$ cat config.mk
export PLATFORM = sky130hd
export DESIGN_NAME = pc_sequencer_flat
export DESIGN_NICKNAME = d
export VERILOG_FILES = /design/src/rtl/pc_seq_pkg.sv /design/src/rtl/pc_sequencer_if.sv /design/src/rtl/return_addr_stack.sv /design/src/rtl/pc_sequencer.sv /design/src/flat_wrapper.sv
export SDC_FILE = /design/constraint.sdc
export NUM_CORES = 1
export LEC_CHECK = 0
export ABC_CLOCK_PERIOD_IN_PS = 4800
export CORE_ASPECT_RATIO = 1.5
export CORE_MARGIN = 4
export CORE_UTILIZATION = 30
export CTS_CLUSTER_DIAMETER = 50
export DETAILED_ROUTE_END_ITERATION = 16
export GPL_TIMING_DRIVEN = 0
export PLACE_DENSITY = 0.52
export REMOVE_ABC_BUFFERS = 1
export SYNTH_ARGS = -nofsm -noshare
export SYNTH_HDL_FRONTEND = slang
export SYNTH_SLANG_ARGS = --single-unit
$ cat constraint.sdc
create_clock -name clk -period 4.8 [get_ports clk]
set_clock_uncertainty 0.1 [all_clocks]
set_input_delay 0.72 -clock clk [delete_from_list [all_inputs] [get_ports clk]]
set_output_delay 0.72 -clock clk [all_outputs]
set_load 0.02 [all_outputs]
$ cat src/rtl/pc_seq_pkg.sv
// Shared branch-type encoding for the PC sequencer and its users.
// Latency: n/a (types and constants only).
// Backpressure: n/a.
package pc_seq_pkg;

    localparam int BR_TYPE_W = 3;

    typedef enum logic [BR_TYPE_W-1:0] {
        BR_NONE = 3'd0,
        BR_B    = 3'd1,
        BR_CBZ  = 3'd2,
        BR_CBNZ = 3'd3,
        BR_BL   = 3'd4,
        BR_BR   = 3'd5,
        BR_RET  = 3'd6,
        BR_RSVD = 3'd7
    } br_type_e;

endpackage

$ cat src/rtl/pc_sequencer_if.sv
// Control-unit <-> PC sequencer bundle: branch request in, fetch address out.
// Latency: n/a (wiring only).
// Backpressure: stall is the only hold mechanism; there is no ready/valid.
// Ports: master drives stall/br_type/z_flag/br_offset/reg_target and observes
//        pc/pc_next/taken/link_addr/ras_empty/ras_overflow; slave is the reverse.
interface pc_sequencer_if #(
    parameter int ADDR_W = 64
);
    import pc_seq_pkg::*;

    logic                 stall;
    logic [BR_TYPE_W-1:0] br_type;
    logic                 z_flag;
    logic [ADDR_W-1:0]    br_offset;
    logic [ADDR_W-1:0]    reg_target;
    logic [ADDR_W-1:0]    pc;
    logic [ADDR_W-1:0]    pc_next;
    logic                 taken;
    logic [ADDR_W-1:0]    link_addr;
    logic                 ras_empty;
    logic                 ras_overflow;

    modport master (
        output stall, br_type, z_flag, br_offset, reg_target,
        input  pc, pc_next, taken, link_addr, ras_empty, ras_overflow
    );

    modport slave (
        input  stall, br_type, z_flag, br_offset, reg_target,
        output pc, pc_next, taken, link_addr, ras_empty, ras_overflow
    );
endinterface

$ cat src/rtl/return_addr_stack.sv
// Circular return-address stack; a push when full overwrites the oldest entry.
// Latency: push/pop commit at the rising edge; top/empty reflect registered state.
// Backpressure: none; overflow is a sticky flag, pops on empty are ignored.
// Ports: clk, rst (async high), push/pop strobes, push_data in, top/empty/overflow out.
module return_addr_stack #(
    parameter int ADDR_W = 64,
    parameter int DEPTH  = 4
) (
    input  logic              clk,
    input  logic              rst,
    input  logic              push,
    input  logic              pop,
    input  logic [ADDR_W-1:0] push_data,
    output logic [ADDR_W-1:0] top,
    output logic              empty,
    output logic              overflow
);
    localparam int PTR_W = (DEPTH > 1) ? $clog2(DEPTH) : 1;
    localparam int CNT_W = $clog2(DEPTH + 1);

    logic [ADDR_W-1:0] mem [DEPTH];
    logic [PTR_W-1:0]  ptr;       // index of the current top entry
    logic [PTR_W-1:0]  ptr_inc;
    logic [PTR_W-1:0]  ptr_dec;
    logic [CNT_W-1:0]  cnt;
    logic              full;

    // DEPTH is a power of two, so pointer arithmetic wraps for free.
    assign ptr_inc = ptr + PTR_W'(1);
    assign ptr_dec = ptr - PTR_W'(1);
    assign full    = (cnt == CNT_W'(DEPTH));
    assign empty   = (cnt == '0);
    assign top     = mem[ptr];

    always_ff @(posedge clk or posedge rst) begin
        if (rst) begin
            ptr      <= '0;
            cnt      <= '0;
            overflow <= 1'b0;
        end else if (push) begin
            ptr <= ptr_inc;
            // Full push lands on the oldest slot; occupancy stays saturated.
            if (full) begin
                overflow <= 1'b1;
            end else begin
                cnt <= cnt + CNT_W'(1);
            end
        end else if (pop && !empty) begin
            ptr <= ptr_dec;
            cnt <= cnt - CNT_W'(1);
        end
    end

    // Data contents are don't-care after reset, so no reset on the array.
    always_ff @(posedge clk) begin
        if (push) begin
            mem[ptr_inc] <= push_data;
        end
    end
endmodule

$ cat src/rtl/pc_sequencer.sv
// Program-counter sequencer: branch decode, PC register and return-address stack.
// Latency: pc_next/taken/link_addr combinational; pc updates at the next edge.
// Backpressure: stall holds pc and the RAS; decode outputs still track inputs.
// Ports: clk, rst (async high), bus (pc_sequencer_if.slave) carrying branch
//        request inputs and pc/pc_next/taken/link_addr/ras_empty/ras_overflow.
module pc_sequencer
    import pc_seq_pkg::*;
#(
    parameter int                ADDR_W    = 64,
    parameter int unsigned       PC_STEP   = 1,
    parameter logic [ADDR_W-1:0] RESET_PC  = '0,
    parameter int                RAS_DEPTH = 4
) (
    input  logic            clk,
    input  logic            rst,
    pc_sequencer_if.slave   bus
);
    br_type_e          bt;
    logic [ADDR_W-1:0] pc_q;
    logic [ADDR_W-1:0] seq;
    logic [ADDR_W-1:0] rel;
    logic [ADDR_W-1:0] ras_top;
    logic              ras_empty;
    logic              ras_overflow;
    logic              ras_push;
    logic              ras_pop;
    logic              taken;
    logic [ADDR_W-1:0] pc_next;

    assign bt  = br_type_e'(bus.br_type);
    assign seq = pc_q + ADDR_W'(PC_STEP);
    assign rel = pc_q + bus.br_offset;

    always_comb begin
        taken   = 1'b0;
        pc_next = seq;
        case (bt)
            BR_B, BR_BL: begin
                taken   = 1'b1;
                pc_next = rel;
            end
            BR_CBZ: begin
                taken   = bus.z_flag;
                pc_next = bus.z_flag ? rel : seq;
            end
            BR_CBNZ: begin
                taken   = !bus.z_flag;
                pc_next = bus.z_flag ? seq : rel;
            end
            BR_BR: begin
                taken   = 1'b1;
                pc_next = bus.reg_target;
            end
            BR_RET: begin
                // An empty stack falls back to the register target silently.
                taken   = 1'b1;
                pc_next = ras_empty ? bus.reg_target : ras_top;
            end
            default: begin
                taken   = 1'b0;
                pc_next = seq;
            end
        endcase
    end

    assign ras_push = !bus.stall && (bt == BR_BL);
    assign ras_pop  = !bus.stall && (bt == BR_RET) && !ras_empty;

    always_ff @(posedge clk or posedge rst) begin
        if (rst) begin
            pc_q <= RESET_PC;
        end else if (!bus.stall) begin
            pc_q <= pc_next;
        end
    end

    return_addr_stack #(
        .ADDR_W (ADDR_W),
        .DEPTH  (RAS_DEPTH)
    ) u_ras (
        .clk       (clk),
        .rst       (rst),
        .push      (ras_push),
        .pop       (ras_pop),
        .push_data (seq),
        .top       (ras_top),
        .empty     (ras_empty),
        .overflow  (ras_overflow)
    );

    assign bus.pc           = pc_q;
    assign bus.pc_next      = pc_next;
    assign bus.taken        = taken;
    assign bus.link_addr    = seq;
    assign bus.ras_empty    = ras_empty;
    assign bus.ras_overflow = ras_overflow;
endmodule

$ cat src/flat_wrapper.sv
// flat-port wrapper written by rule: the top's interface ports become plain ports
module pc_sequencer_flat import pc_seq_pkg::*;
#(
    parameter int                ADDR_W    = 64,
    parameter int unsigned       PC_STEP   = 1,
    parameter logic [ADDR_W-1:0] RESET_PC  = '0,
    parameter int                RAS_DEPTH = 4
)
  (clk, rst, bus_stall, bus_br_type, bus_z_flag, bus_br_offset, bus_reg_target, bus_pc, bus_pc_next, bus_taken, bus_link_addr, bus_ras_empty, bus_ras_overflow);
  pc_sequencer_if #(.ADDR_W(ADDR_W)) bus_i ();
  input  logic clk;
  input  logic rst;
  input wire logic [$bits(bus_i.stall)-1:0] bus_stall;
  input wire logic [$bits(bus_i.br_type)-1:0] bus_br_type;
  input wire logic [$bits(bus_i.z_flag)-1:0] bus_z_flag;
  input wire logic [$bits(bus_i.br_offset)-1:0] bus_br_offset;
  input wire logic [$bits(bus_i.reg_target)-1:0] bus_reg_target;
  output wire logic [$bits(bus_i.pc)-1:0] bus_pc;
  output wire logic [$bits(bus_i.pc_next)-1:0] bus_pc_next;
  output wire logic [$bits(bus_i.taken)-1:0] bus_taken;
  output wire logic [$bits(bus_i.link_addr)-1:0] bus_link_addr;
  output wire logic [$bits(bus_i.ras_empty)-1:0] bus_ras_empty;
  output wire logic [$bits(bus_i.ras_overflow)-1:0] bus_ras_overflow;
  assign bus_i.stall = bus_stall;
  assign bus_i.br_type = bus_br_type;
  assign bus_i.z_flag = bus_z_flag;
  assign bus_i.br_offset = bus_br_offset;
  assign bus_i.reg_target = bus_reg_target;
  assign bus_pc = bus_i.pc;
  assign bus_pc_next = bus_i.pc_next;
  assign bus_taken = bus_i.taken;
  assign bus_link_addr = bus_i.link_addr;
  assign bus_ras_empty = bus_i.ras_empty;
  assign bus_ras_overflow = bus_i.ras_overflow;
  pc_sequencer #(.ADDR_W(ADDR_W), .PC_STEP(PC_STEP), .RESET_PC(RESET_PC), .RAS_DEPTH(RAS_DEPTH)) u_core (.clk(clk), .rst(rst), .bus(bus_i));
endmodule
==> reports/qor_table.md <==
| Quantity | This run |
|---|---|
| Result of the run | finished, final reports clean |
| Start point of the worst hold path | u_core.u_ras.overflow$_DFFE_PP0P_ |
| Starting utilization of the core area | 30.4% |
| Final Slew Violations | 0 |
| Cell at the slowest stage of the critical path | sky130_fd_sc_hd__clkdlybuf4s50_1 |
| Number of nets at the end of the flow | 2183 |
| Cells traversed along the worst timing path | clkdlybuf4s50_1, ha_2, a21o_1, a221oi_2, o21ai_0, a221o_1, nor2_4, buf_6, o21bai_2, a21o_1, a21oi_2, xnor2_2, a21o_1, buf_4 |
| Routability-driven placement congestion ratio | 0.897 |
| Internal Power | 9.54 mW |
| Vertical die dimension | 316 µm |
| Worst slew margin relative to its limit | 48.3% |
| Remaining DRCs | 0 |
| Cells after Synth | 1603 |
| Part of the total power dissipated in the clock network | 17.0% |
| Detailed-route via count | 15900 |
| Leakage power total | 9.64 nW |
| Most instantiated library cell after synthesis | sky130_fd_sc_hd__edfxtp_1 |
| Maximum ir drop on the vdd rail | 0.378 mV |
| Crit path launch type | input port |
| Leftover overflow at the end of global routing | 0 |
| Placed cell count | 2667 |
| Clock tree buffer depth | 3 |
| CTS H-tree depth | 2 |
| Average detailed-routed wire length per instance | 27.8 µm |
| Via density | 5.64 |
| Total core area | 62500 µm² |
| EDFF count, synth | 256 |
| Largest net degree at the start of global routing | 46 |
| Vias in the first global route | 16400 |
| Crit-path most repeated cell | sky130_fd_sc_hd__a21o_1 |
| Share of final-layout standard cells stronger than drive strength 1 | 26.4% |
| Die area | 67500 µm² |
| Placement-stage worst setup slack | -1.26 ns |
| Netlist cell types | 86 |
| Hold Vio Cnt, Final | 0 |
| Clock insertion delay at the later pin of the skew report | 0.55 ns |
| Class of the most critical hold timing path | flip-flop to flip-flop |
| Max-capacitance violation count | 0 |
| Category of the most critical setup path | input port to primary output |
| Yosys Warn Count | 0 |
| Cell depth of the worst flop-to-flop path | 13 |
| Worst hold stages | 1 |
| Number of buffers inserted for hold repair after clock tree synthesis | 0 |
| Gr usage total | 22.4% |
| Switching power as a share of total power | 44.0% |
| Seq cells post-synth | 326 |
| Unrepaired setup endpoints after global routing | true |
| Reg-to-Reg Start | u_core.bus.pc[8]$_DFFE_PP0N_ |
| Final critical-path setup slack | 0.0468 ns |
| Buffer type at the clock tree root | sky130_fd_sc_hd__clkbuf_16 |
| Fraction of the yosys area taken by sequential cells | 49.7% |
| Transition time at the pin with the least slew margin | 0.774 ns |
| Ranking of synthesized cells by instance count | sky130_fd_sc_hd__edfxtp_1, sky130_fd_sc_hd__o21ai_0, sky130_fd_sc_hd__a21oi_1 |
| Die Span X | 213 µm |
| Reg-to-Reg End | u_core.bus.pc[46]$_DFFE_PP0N_ |
| Number of filler cells placed in the layout | 5925 |
| # port buffers | 329 |
| Post-synthesis instance area | 19000 µm² |
| Detail Route Antenna Nets | 0 |
| Top cell type by total area after synthesis | sky130_fd_sc_hd__edfxtp_1 |
| Tot Pwr | 17.1 mW |
| Worst Hold Endpoint | u_core.u_ras.overflow$_DFFE_PP0P_ |
| WP data arrival | 3.93 ns |
| Timing-limited maximum frequency | 210 MHz |
| Number of iterations in the first detailed-routing pass | 7 |
| Register-to-register path setup slack | 1.18 ns |
| Initial antenna violation count | 10 |
| Iteration-0 DRC Markers | 1198 |
| Prevailing post-synth register cell | sky130_fd_sc_hd__edfxtp_1 |
| Endpoint required time on the critical path | 3.98 ns |
| Area growth from synthesis to layout | 39.8% |
| Net load switching power | 7.51 mW |
| Setup TNS | 0 ns |
| First-pass GRT wire length | 112 mm |
| Final design utilization | 42.5% |
| Critical-path maximum fanout | 6 |
| Kind of capture point of the worst setup path | primary output |
| TritonCTS Buffers | 39 |
| Synth async-reset ratio | 21.5% |
| Area taken by multi-input logic gates | 10400 µm² |
| Synth top area share | 40.5% |
| # rows | 112 |
| Total routed wirelength | 78.3 mm |
| Areal power density over the cells | 642 nW/µm² |
| Total of endpoints with negative setup slack in the final report | 0 |
| Tmin final | 4.75 ns |
| TritonCTS Sinks | 326 |
| Clock tree from TritonCTS | done |
| Non-filler cells in the finished layout | 2812 |
| Final clock period utilization by the worst path | 99.0% |
| Dominant cells by area after synthesis | sky130_fd_sc_hd__edfxtp_1, sky130_fd_sc_hd__dfrtp_1, sky130_fd_sc_hd__mux4_2, sky130_fd_sc_hd__ha_1, sky130_fd_sc_hd__o21ai_0 |
| Clock input transition at the sequential cells of the worst setup and hold paths | 0.06 ns |
| Proportion of power drawn by flip-flops and latches | 26.2% |
| Syn_area_per_cell | 11.8 µm² |
| I/O Pins | 330 |
| Area taken by flip-flops and latches | 9470 µm² |
| Largest stage delay on the critical path | 0.47 ns |
| Proportion of power drawn by combinational gates | 56.9% |
| Detailed placement HPWL | 56.5 mm |
timing repair:
item,in CTS,in global routing
setup buffers,30,38
pin swaps,37,42
resized for setup,276,151
endpoints found under the setup margin,105,71
sequential cells by signal (all words and copies together) (netlist names):
signal,flops
u_core.u_ras.overflow,1
u_core.u_ras.cnt,3
u_core.u_ras.mem,256
u_core.bus.pc,64
u_core.u_ras.ptr,2
stage by stage:
step	cell area [µm²]	hold WS [ns]
floorplan	18600	0.409
global placement	22900	0.357
detailed placement	23500	0.364
CTS	25700	0.378
global route	26500	0.398
finish	26600	0.380
placed cells by master (no fill, tap or decap), drive strengths merged, types with 8 or more instances in the layout:
master / Yosys / final
a211oi: 8 / 8
mux2: 50 / 50
clkbuf: 67 / 56
a22o: 8 / 8
dfrtp: 70 / 70
o21bai: 14 / 14
ha: 68 / 68
xnor2: 61 / 61
a222oi: 40 / 40
nor2: 85 / 85
nand3: 49 / 49
o21ai: 122 / 122
nand2: 105 / 105
dlymetal6s2s: 0 / 11
nand2b: 10 / 10
dlygate4sd2: 0 / 20
a21o: 37 / 37
a21oi: 108 / 108
clkinv: 0 / 13
a31oi: 12 / 12
edfxtp: 256 / 256
inv: 43 / 47
buf: 19 / 102
mux2i: 15 / 15
a221oi: 8 / 8
and2: 10 / 10
xor2: 63 / 63
mux4: 64 / 64
and3: 24 / 24
o21a: 9 / 9
o211ai: 10 / 10
clkdlybuf4s50: 0 / 267
nand4: 27 / 27
clkdlybuf4s15: 0 / 12
nor3: 33 / 33
nor4: 9 / 9
cell families (layout without fill, tap and decap cells):
logic type | Yosys count | in the layout | synth area share [%]
multiplexers | 129 | 129 | 11.3
AO/OA/AOI/OAI | 434 | 434 | 15.3
other | 0 | 5 | 0
adder cells (fa/ha/maj) | 70 | 70 | 4.69
AND/OR/NAND/NOR | 391 | 391 | 10.5
buffers and inverters | 129 | 535 | 2.68
XOR/XNOR | 124 | 124 | 5.76
flip-flops | 326 | 326 | 49.7
worst max-delay path: cells and delay by family:
family | cells | cell delay [ns]
simple gates | 1 | 0.28
fa+ha+maj | 1 | 0.32
buf+inv | 3 | 0.77
xor+xnor | 1 | 0.15
compound gates | 8 | 1.68
how the worst max path moves through the flow:
stage / end / cells after the start / from
2_1_floorplan: bus_pc_next[16] / 5 / u_core.u_ras.cnt[1]$_DFFE_PP0P_
6_report: bus_pc_next[51] / 14 / bus_br_offset[24]
4_1_cts: bus_pc_next[37] / 13 / bus_br_offset[3]
5_1_grt: bus_pc_next[44] / 14 / bus_br_offset[7]
3_3_place_gp: bus_pc_next[24] / 6 / bus_br_type[1]
3_5_place_dp: bus_pc_next[16] / 10 / bus_br_type[1]
power by group through the flow:
stage	combinational [mW]	sequential, mW	clock (mW)
floorplan	4.72	4.61	0
global route	10.3	4.52	3.07
detailed placement	8.59	4.53	0
CTS	9.24	4.49	2.96
finish	9.70	4.46	2.89
global placement	8.43	4.70	0
per-layer routing:
| metal | vias up | share of wire [%] | global-route usage (%) | wire [µm] |
|---|---|---|---|---|
| li1 | 7010 | - | - | - |
| met1 | 8095 | 37 | 25.7 | 29200 |
| met2 | 613 | 53 | 41.9 | 41700 |
| met3 | 130 | 5.8 | 3.83 | 4530 |
| met4 | 8 | 3.7 | 7.54 | 2890 |
| met5 | - | 0.051 | 0 | 40 |
cell type report:
type,instances,share of cell area (%)
multi-input combinational,1148,39.3
sequential,326,35.7
timing repair buffer,420,16.0
clock buffer,49,3.89
tap,798,3.76
clock inverter,23,0.740
inverter,43,0.655
antenna,5,0.0471
Note: power is estimated with default switching activity, not from simulation.
